===== src/rtl/popcount_pkg.sv =====
// Shared helpers for the pipelined population counter: group count, tree sizing, level widths.
package popcount_pkg;

    localparam int MAX_LVL = 16;

    typedef logic [MAX_LVL:0] stage_vld_t;

    function automatic logic [2:0] grp_cnt4(input logic [3:0] v);
        return 3'(v[0]) + 3'(v[1]) + 3'(v[2]) + 3'(v[3]);
    endfunction

    function automatic int calc_groups(input int width);
        return (width + 3) / 4;
    endfunction

    function automatic int calc_levels(input int groups);
        return (groups <= 1) ? 0 : $clog2(groups);
    endfunction

    // Each adder level grows the partial sums by exactly one bit.
    function automatic int lvl_w(input int lvl);
        return 3 + lvl;
    endfunction

    function automatic int lvl_n(input int groups, input int lvl);
        return (groups + (1 << lvl) - 1) >> lvl;
    endfunction

endpackage


===== src/rtl/popcount_level.sv =====
// One registered pairwise-add level of the popcount tree; an odd trailing element passes through.
module popcount_level #(
    parameter int  N_IN    = 2,
    parameter int  IN_W    = 3,
    parameter bit  LAST_EN = 1'b0,
    localparam int N_OUT   = (N_IN + 1) / 2
) (
    input  logic                         clk,
    input  logic                         rst_n,
    input  logic                         en,
    input  logic                         in_vld,
    input  logic                         in_last,
    input  logic [N_IN-1:0][IN_W-1:0]    in_cnt,
    output logic                         out_vld,
    output logic                         out_last,
    output logic [N_OUT-1:0][IN_W:0]     out_cnt
);

    logic [2*N_OUT-1:0][IN_W-1:0] pad;
    logic [N_OUT-1:0][IN_W:0]     cnt_d, cnt_q;
    logic                         vld_d, vld_q;

    always_comb begin
        pad = '0;
        pad[N_IN-1:0] = in_cnt;
        vld_d = en ? in_vld : vld_q;
        cnt_d = cnt_q;
        // Data only loads with a real beat so idle inputs never disturb the registers.
        if (en & in_vld) begin
            for (int i = 0; i < N_OUT; i++)
                cnt_d[i] = {1'b0, pad[2*i]} + {1'b0, pad[2*i+1]};
        end
    end

    always_ff @(posedge clk or negedge rst_n) begin
        if (!rst_n) begin
            vld_q <= 1'b0;
            cnt_q <= '0;
        end else begin
            vld_q <= vld_d;
            cnt_q <= cnt_d;
        end
    end

    if (LAST_EN) begin : g_last
        logic last_d, last_q;
        always_comb last_d = (en & in_vld) ? in_last : last_q;
        always_ff @(posedge clk or negedge rst_n) begin
            if (!rst_n) last_q <= 1'b0;
            else        last_q <= last_d;
        end
        assign out_last = last_q;
    end else begin : g_nolast
        logic unused_last;
        assign unused_last = in_last;
        assign out_last    = 1'b0;
    end

    assign out_vld = vld_q;
    assign out_cnt = cnt_q;

endmodule


===== src/rtl/popcount_pipe.sv =====
// Pipelined WIDTH-bit population counter with valid/ready flow control.
// Define POPCOUNT_ACCUM_EN to add the saturating per-frame accumulator.
module popcount_pipe
    import popcount_pkg::*;
#(
    parameter int  WIDTH = 16,
    parameter int  ACC_W = 32,
    localparam int CNT_W = $clog2(WIDTH + 1)
) (
    input  logic             clk,
    input  logic             rst_n,
    input  logic             in_valid,
    output logic             in_ready,
    input  logic [WIDTH-1:0] in_data,
    input  logic             in_last,
    output logic             out_valid,
    input  logic             out_ready,
    output logic [CNT_W-1:0] out_count,
    input  logic             acc_clr,
    output logic             acc_valid,
    output logic [ACC_W-1:0] acc_total
);

    localparam int GROUPS = calc_groups(WIDTH);
    localparam int L      = calc_levels(GROUPS);
    localparam int PAD_W  = 4 * GROUPS;
    localparam int FIN_W  = lvl_w(L);
`ifdef POPCOUNT_ACCUM_EN
    localparam bit LAST_EN = 1'b1;
`else
    localparam bit LAST_EN = 1'b0;
`endif

    logic                   en;
    logic [PAD_W-1:0]       pad;
    logic [GROUPS-1:0][2:0] s0_cnt_d, s0_cnt_q;
    logic                   s0_vld_d, s0_vld_q;
    logic                   s0_last_d, s0_last_q;
    logic                   fin_vld, fin_last;
    logic [FIN_W-1:0]       fin_cnt;

    // One global advance: the whole pipe freezes while the output is stalled.
    assign en       = ~out_valid | out_ready;
    assign in_ready = en;
    assign pad      = PAD_W'(in_data);

    always_comb begin
        s0_vld_d  = en ? in_valid : s0_vld_q;
        s0_cnt_d  = s0_cnt_q;
        s0_last_d = s0_last_q;
        if (en & in_valid) begin
            for (int g = 0; g < GROUPS; g++)
                s0_cnt_d[g] = grp_cnt4(pad[4*g +: 4]);
            s0_last_d = LAST_EN & in_last;
        end
    end

    always_ff @(posedge clk or negedge rst_n) begin
        if (!rst_n) begin
            s0_vld_q  <= 1'b0;
            s0_cnt_q  <= '0;
            s0_last_q <= 1'b0;
        end else begin
            s0_vld_q  <= s0_vld_d;
            s0_cnt_q  <= s0_cnt_d;
            s0_last_q <= s0_last_d;
        end
    end

    if (L == 0) begin : g_flat
        assign fin_vld  = s0_vld_q;
        assign fin_cnt  = s0_cnt_q[0];
        assign fin_last = s0_last_q;
    end else begin : g_tree
        for (genvar l = 0; l < L; l++) begin : g_lvl
            localparam int N_IN  = lvl_n(GROUPS, l);
            localparam int IN_W  = lvl_w(l);
            localparam int N_OUT = (N_IN + 1) / 2;
            logic                      vi, li, vo, lo;
            logic [N_IN-1:0][IN_W-1:0] ci;
            logic [N_OUT-1:0][IN_W:0]  co;

            if (l == 0) begin : g_src
                assign vi = s0_vld_q;
                assign li = s0_last_q;
                assign ci = s0_cnt_q;
            end else begin : g_src
                assign vi = g_lvl[l-1].vo;
                assign li = g_lvl[l-1].lo;
                assign ci = g_lvl[l-1].co;
            end

            popcount_level #(.N_IN(N_IN), .IN_W(IN_W), .LAST_EN(LAST_EN)) u_lvl (
                .clk(clk), .rst_n(rst_n), .en(en),
                .in_vld(vi), .in_last(li), .in_cnt(ci),
                .out_vld(vo), .out_last(lo), .out_cnt(co)
            );
        end
        assign fin_vld  = g_lvl[L-1].vo;
        assign fin_last = g_lvl[L-1].lo;
        assign fin_cnt  = g_lvl[L-1].co[0];
    end

    assign out_valid = fin_vld;
    assign out_count = fin_vld ? CNT_W'(fin_cnt) : '0;

`ifdef POPCOUNT_ACCUM_EN
    logic             xfer;
    logic [ACC_W:0]   sum;
    logic [ACC_W-1:0] sat;
    logic [ACC_W-1:0] acc_d, acc_q, tot_d, tot_q;
    logic             accv_d, accv_q;

    always_comb begin
        xfer   = out_valid & out_ready;
        // A clear in the same cycle as a transfer restarts from this beat's count.
        sum    = (acc_clr ? '0 : {1'b0, acc_q}) + (ACC_W + 1)'(out_count);
        sat    = sum[ACC_W] ? '1 : sum[ACC_W-1:0];
        acc_d  = acc_clr ? '0 : acc_q;
        tot_d  = tot_q;
        accv_d = 1'b0;
        if (xfer) begin
            acc_d = sat;
            if (fin_last) begin
                tot_d  = sat;
                accv_d = 1'b1;
                acc_d  = '0;
            end
        end
    end

    always_ff @(posedge clk or negedge rst_n) begin
        if (!rst_n) begin
            acc_q  <= '0;
            tot_q  <= '0;
            accv_q <= 1'b0;
        end else begin
            acc_q  <= acc_d;
            tot_q  <= tot_d;
            accv_q <= accv_d;
        end
    end

    assign acc_valid = accv_q;
    assign acc_total = tot_q;
`else
    logic unused_acc;
    assign unused_acc = acc_clr ^ fin_last;
    assign acc_valid  = 1'b0;
    assign acc_total  = '0;
`endif

endmodule


===== config.mk =====
export PLATFORM = sky130hd
export DESIGN_NAME = popcount_pipe
export DESIGN_NICKNAME = d
export VERILOG_FILES = /design/src/rtl/popcount_pkg.sv /design/src/rtl/popcount_level.sv /design/src/rtl/popcount_pipe.sv
export SDC_FILE = /design/constraint.sdc
export NUM_CORES = 1
export LEC_CHECK = 0
export ABC_AREA = 0
export BUFFER_PORTS_ARGS = -buffer_cell sky130_fd_sc_hd__buf_2
export CORE_MARGIN = 8
export CORE_UTILIZATION = 55
export DETAILED_ROUTE_END_ITERATION = 10
export PLACE_DENSITY = 0.85
export SLEW_MARGIN = 0
export SYNTH_ARGS = -nofsm -noshare
export SYNTH_HDL_FRONTEND = slang
export SYNTH_SLANG_ARGS = --single-unit

===== constraint.sdc =====
create_clock -name clk -period 3.4 [get_ports clk]
set_input_delay 0.68 -clock clk [delete_from_list [all_inputs] [get_ports clk]]
set_output_delay 0.68 -clock clk [all_outputs]
set_load 0.01 [all_outputs]

==> flow_summary.ini, run 1 <==
[run]
cap_violations = 0

[floorplanning]
rows = 21
die_y_um = 75.9
die_x_um = 75.9
die_area_sq_mm = 0.00576
start_util = 0.582
io_pins = 62
core_area_sq_mm = 0.00339

[cells_and_area]
drive_above_1_share = 0.261
fin_cells = 253
final_util = 0.606
fin_area_sq_mm = 0.00205
layout_common_cells = conb_1 (33), inv_1 (28), dfrtp_1 (28)
nNetsFinal = 255
antenna_cells = 0
layout_commonest_cell = conb_1
area_growth_pct = 4.12
fill_cells = 296

[synth]
ys_top_cells_by_area = dfrtp_1 (36%), buf_4 (13%), ha_1 (11%)
synthCells = 180
synth_top_area_frac = 0.355
ys_seq_area_frac = 0.355
async_flop_share = 1.00
synth-edff-count = 0
ys_types = 27
ys_warn_count = 0
ys.flop_type = dfrtp_1
ys_ff_latch = 28
syn-cell-area_sq_mm = 0.00197
synth_top_cell_by_area = dfrtp_1
synth_area_per_cell_sq_um = 11.0

[power]
finalPower_mw = 1.39
p_int_mw = 0.896
p_sw_mw = 0.489
pwr-share-seq = 0.393
leakage_nw = 1.15
power.share.clock = 0.162
powerDensity_mw_per_mm2 = 674
max-vdd-ir-drop_mv = 0.244
p_sw_frac = 0.353
comb_power_share = 0.445

[route]
routed_wl_um = 3140
viasPerCell = 4.51
remaining_drc_errors = 0
wl_per_cell_um = 12.4
ant_nets = 0
routed-via-count = 1141
firstDrtPassIters = 4
drtIter0Drc = 43

[worst_setup_path]
endpoint_kind = primary output
path_cells = nor2b_4 > inv_6 > buf_2
cpPeakStageDelay_ps = 440
critPathMaxFanout = 11
critical_path_required_ps = 2720
startpoint_type = register
slowest_stage = dfrtp_1
worst-endpoint-arrival_ps = 1400
path_class = register to primary output

[global_routing]
grt.total_usage = 0.118
overflow = 0
antenna_found_initial = 0
grt_pass1_vias = 1165
grt_max_degree = 29
grt_pass1_wl_um = 5110

[placement]
place_congestion = 0.814
portBuffers = 26
post_dp_cell_area_sq_mm = 0.00200
place_ws_ps = 1150
dp_hpwl_um = 2650
dp_cells = 249

[sta]
hold_slack_ps = 318
relSlewSlack = 0.588
grt_setup_unrepaired = false
skew_ps = 9.14
hold_viol = 0
finalSetupViolations = 0
period_minus_slack_ps = 2080
tightest_slew_ps = 618
period_share = 0.613
drv_slew = 0
fmax_mhz = 480
tns_ps = 0
fin_ws_ps = 1320

[worst_hold_path]
hp-class = input port to async pin

[clocking]
postCtsResizedCells = 0
cts-root-buf = clkbuf_4
clockBufferDepth = 2
clkTransAtPathRegs_ps = 160
cts-hold-fix-buffers = 0
numCtsBuffers = 3
insertion_delay_ps = 350
cts_sinks = 28
h-tree-depth = 1
cts_tree = built
cts_setup_buffers = 0

[run_status]
outcome = finished, final reports clean
critical path, delay by kind of cell, from the launching register on:
family / cells / cell delay [ps]
buffers and inverters: 2 / 260
flip-flops: 1 / 440
AND/OR/NAND/NOR: 1 / 360
synthesized netlist by cell type (2+ instances only):
cell     instances
a21oi_1          5
fa_1             7
nand2_1          3
xor2_1           2
inv_1           28
ha_1            18
o21ai_0         19
and2_2           5
a21o_1           2
mux2_4          11
mux2_2           4
buf_4           33
nand3_1          2
dfrtp_1         28
worst paths after layout:
| check | to | depth (start not counted) | slack (ps) | startpoint |
|---|---|---|---|---|
| worst max-delay path | in_ready | 3 | 1320 | g_tree.g_lvl[1].u_lvl.out_vld |
| worst min-delay path | g_tree.g_lvl[1].u_lvl.out_cnt[4] | 1 | 320 | rst_n |
| worst max register to register | g_tree.g_lvl[0].ci[5] | 4 | 1890 | g_tree.g_lvl[1].u_lvl.out_vld |
| worst min register to register | g_tree.g_lvl[1].u_lvl.out_cnt[1] | 2 | 520 | g_tree.g_lvl[1].u_lvl.out_cnt[1] |
| max in group asynchronous | g_tree.g_lvl[0].u_lvl.out_cnt[2] | 1 | 2670 | rst_n |
| min in group clk | g_tree.g_lvl[1].u_lvl.out_cnt[1] | 2 | 520 | g_tree.g_lvl[1].u_lvl.out_cnt[1] |
state kept, by name (all words and copies together), names as in the netlist:
signal / cells
g_tree.g_lvl.ci: 12
g_tree.g_lvl.u_lvl.out_vld: 2
g_tree.g_lvl.u_lvl.out_cnt: 13
g_tree.g_lvl.vi: 1
routing by layer:
metal / vias to the layer above / wire length, um / track usage / share of wire
met2: 39 / 1600 / 0.206 / 0.51
met3: 5 / 249 / 0.0316 / 0.079
met1: 530 / 1230 / 0.128 / 0.39
li1: 567 / - / - / -
met4: 0 / 55 / 0.0576 / 0.018
met5: - / 0 / 0 / 0
power groups by stage:
stage	clock network [mW]	logic [mW]	registers [mW]
floorplan	0	0.521	0.528
global placement	0	0.589	0.547
detailed placement	0	0.626	0.555
CTS	0.230	0.630	0.547
global route	0.242	0.708	0.565
finish	0.225	0.617	0.544
area by class of cell:
class                   instances  area [sq um]  share of cell area
multi-input cells             120          1000               0.487
clock inverters                 1          30.0              0.0146
flip-flops and latches         28           701               0.341
well taps                      46          57.6              0.0280
clock buffers                   3          22.5              0.0110
inverters                      29           114              0.0554
repair buffers                 26           130              0.0633
logic make-up after synthesis:
| group | share of synthesized area |
|---|---|
| muxes | 0.107 |
| DFF | 0.355 |
| buffers and inverters | 0.199 |
| and+or+nand+nor | 0.0628 |
| other | 0.00190 |
| adders and majority gates | 0.185 |
| xor gates and xnor gates | 0.0133 |
| AOI/OAI and AO/OA | 0.0761 |
No activity file was read; power rests on OpenSTA's default activity.
==> inputs of run 2 (changes only) <==
--- a/config.mk
+++ b/config.mk
@@ -5,12 +5,12 @@
 export SDC_FILE = /design/constraint.sdc
 export NUM_CORES = 1
 export LEC_CHECK = 0
-export ABC_AREA = 0
+export ABC_AREA = 1
 export BUFFER_PORTS_ARGS = -buffer_cell sky130_fd_sc_hd__buf_2
 export CORE_MARGIN = 8
-export CORE_UTILIZATION = 55
+export CORE_UTILIZATION = 51
 export DETAILED_ROUTE_END_ITERATION = 10
-export PLACE_DENSITY = 0.85
+export PLACE_DENSITY = 0.8
 export SLEW_MARGIN = 0
 export SYNTH_ARGS = -nofsm -noshare
 export SYNTH_HDL_FRONTEND = slang
==> constraint.sdc (replaced) <==
create_clock -name clk -period 2.1 [get_ports clk]
set_input_delay 0.42 -clock clk [delete_from_list [all_inputs] [get_ports clk]]
set_output_delay 0.42 -clock clk [all_outputs]
set_load 0.01 [all_outputs]
==> run 2 against run 1 <==
Net effect: register-to-register slack worse by 1200 ps; final area down 1.0%; utilization down 5.1 points; die area up 5.3%; combinational power up 34%; power up 44%; synthesized cell count up 28%; critical endpoint unchanged; clock-buffer cell count up 1; non-clock buffer count unchanged.
==> flow_summary.ini, run 2 <==
[run_status]
outcome = finished, final reports clean

[power]
comb_power_share = 0.415
finalPower_mw = 2.00
leakage_nw = 1.25
power.share.clock = 0.165
pwr-share-seq = 0.420
p_int_mw = 1.21
powerDensity_mw_per_mm2 = 982
p_sw_frac = 0.392
max-vdd-ir-drop_mv = 0.356
p_sw_mw = 0.783

[clocking]
cts-root-buf = clkbuf_8
clkTransAtPathRegs_ps = 90
cts_tree = built
insertion_delay_ps = 280
cts-hold-fix-buffers = 0
postCtsResizedCells = 0
h-tree-depth = 1
clockBufferDepth = 2
numCtsBuffers = 3
cts_sinks = 28
cts_setup_buffers = 0

[worst_hold_path]
hp-class = input port to async pin

[cells_and_area]
final_util = 0.555
layout_commonest_cell = nand2_1
layout_common_cells = nand2_1 (58), inv_1 (37), conb_1 (33)
antenna_cells = 0
drive_above_1_share = 0.141
fin_cells = 303
area_growth_pct = 4.10
nNetsFinal = 303
largest_reg_flops = 13

[worst_setup_path]
endpoint_kind = primary output
startpoint_type = register
r2r_slack_ps = 690
worst-endpoint-arrival_ps = 1270
reg2regPathDepth = 6
r2r-start = g_tree.g_lvl[0].u_lvl.out_cnt[4]
path_class = register to primary output
critical_path_required_ps = 1680
critPathMaxFanout = 15
rr_endpoint = g_tree.g_lvl[1].u_lvl.out_cnt[4]

[synth]
yosysMostFrequentCell = nand2_1
synth_top_area_frac = 0.359
synth-edff-count = 0
synth_top_cell_by_area = dfrtp_1
ys_seq_area_frac = 0.359
async_flop_share = 1.00
ys_types = 20
synth_area_per_cell_sq_um = 8.49
syn-cell-area_sq_mm = 0.00195
ys_warn_count = 0
synthTopCellsByCount = nand2_1 (58), inv_1 (37), buf_4 (34), dfrtp_1 (28), ha_1 (18)
synthCells = 230
ys_ff_latch = 28
ys_top_cells_by_area = dfrtp_1 (36%), buf_4 (13%), ha_1 (12%)
ys.flop_type = dfrtp_1

[floorplanning]
rows = 22
die_area_sq_mm = 0.00607
die_y_um = 77.9
core_area_sq_mm = 0.00366
start_util = 0.533
die_x_um = 77.9
io_pins = 62

[sta]
tns_ps = 0
skew_ps = 3.59
fmax_mhz = 591
hold_viol = 0
relSlewSlack = 0.592
period_minus_slack_ps = 1690
drv_slew = 0
finalSetupViolations = 0
period_share = 0.805
grt_setup_unrepaired = false
tightest_slew_ps = 612

[placement]
portBuffers = 26
dp_hpwl_um = 2680
place_congestion = 0.796
dp_cells = 299

[route]
routed_wl_um = 3210
routed-via-count = 1336
firstDrtPassIters = 4
drtIter0Drc = 33
wl_per_cell_um = 10.6
viasPerCell = 4.41
ant_nets = 0
remaining_drc_errors = 0

[global_routing]
grt_pass1_wl_um = 5550
overflow = 0
antenna_found_initial = 0
grt_pass1_vias = 1340
grt_max_degree = 29
grt.total_usage = 0.111

[run]
cap_violations = 0
[run 2: changes by cell type after synthesis, sizes merged, moves of 5 or more]
cell	change
nand2	+55
o21ai	-10
nor2	+5
and2	-5
inv	+11
mux2	-15
nand3	+14
[run 2: stage by stage]
| stage | setup WS, ps | instance area [sq um] | hold WS, ps |
|---|---|---|---|
| floorplan | 411 | 2070 | 124 |
| global placement | 285 | 1980 | 447 |
| detailed placement | 272 | 1980 | 450 |
| CTS | 395 | 2030 | 165 |
| global route | 291 | 2030 | 196 |
| finish | 409 | 2030 | 145 |
[run 2: how the worst max path moves through the flow]
stage | from | end | slack, ps | cells after the start
3_5_place_dp | in_data[4] | g_tree.g_lvl[0].ci[4] | 270 | 8
5_1_grt | g_tree.g_lvl[1].u_lvl.out_vld | in_ready | 290 | 4
6_report | g_tree.g_lvl[1].u_lvl.out_vld | in_ready | 410 | 4
2_1_floorplan | in_data[0] | g_tree.g_lvl[0].ci[1] | 410 | 7
4_1_cts | g_tree.g_lvl[1].u_lvl.out_vld | in_ready | 400 | 4
3_3_place_gp | in_data[0] | g_tree.g_lvl[0].ci[1] | 290 | 8
[run 2: power by group through the flow]
stage / combinational (mW) / clock, mW / sequential (mW)
floorplan: 0.708 / 0 / 0.823
global placement: 0.806 / 0 / 0.841
detailed placement: 0.840 / 0 / 0.852
CTS: 0.846 / 0.343 / 0.841
global route: 0.985 / 0.362 / 0.862
finish: 0.829 / 0.330 / 0.838
[run 2: layout make-up]
| type | count | area (sq um) |
|---|---|---|
| inverters | 40 | 150 |
| multi-input cells | 157 | 937 |
| flip-flops and latches | 28 | 701 |
| fillers | 380 | 1630 |
| repair buffers | 26 | 130 |
| clock buffers | 4 | 55.1 |
| well taps | 48 | 60.1 |
[run 2: routing by layer]
layer,track usage,vias up,wire length [um]
met5,0,-,0
met4,0.0792,0,87
met3,0.0357,5,270
met2,0.192,42,1540
met1,0.111,606,1320
li1,-,683,-
[run 2: kinds of logic after synthesis]
kind of cell	count (synthesis)	share of synthesized area
simple gates	81	0.177
buf+inv	77	0.223
flops	28	0.359
fa+ha+maj	25	0.187
compound gates	15	0.0384
xor+xnor	3	0.0135
other cells	1	0.00192
[run 2: critical path, stage by stage, from the launching register on]
cell and delay [ps]:
dfrtp_1 460, inv_2 100, nor2_4 50, inv_2 200, buf_2 190
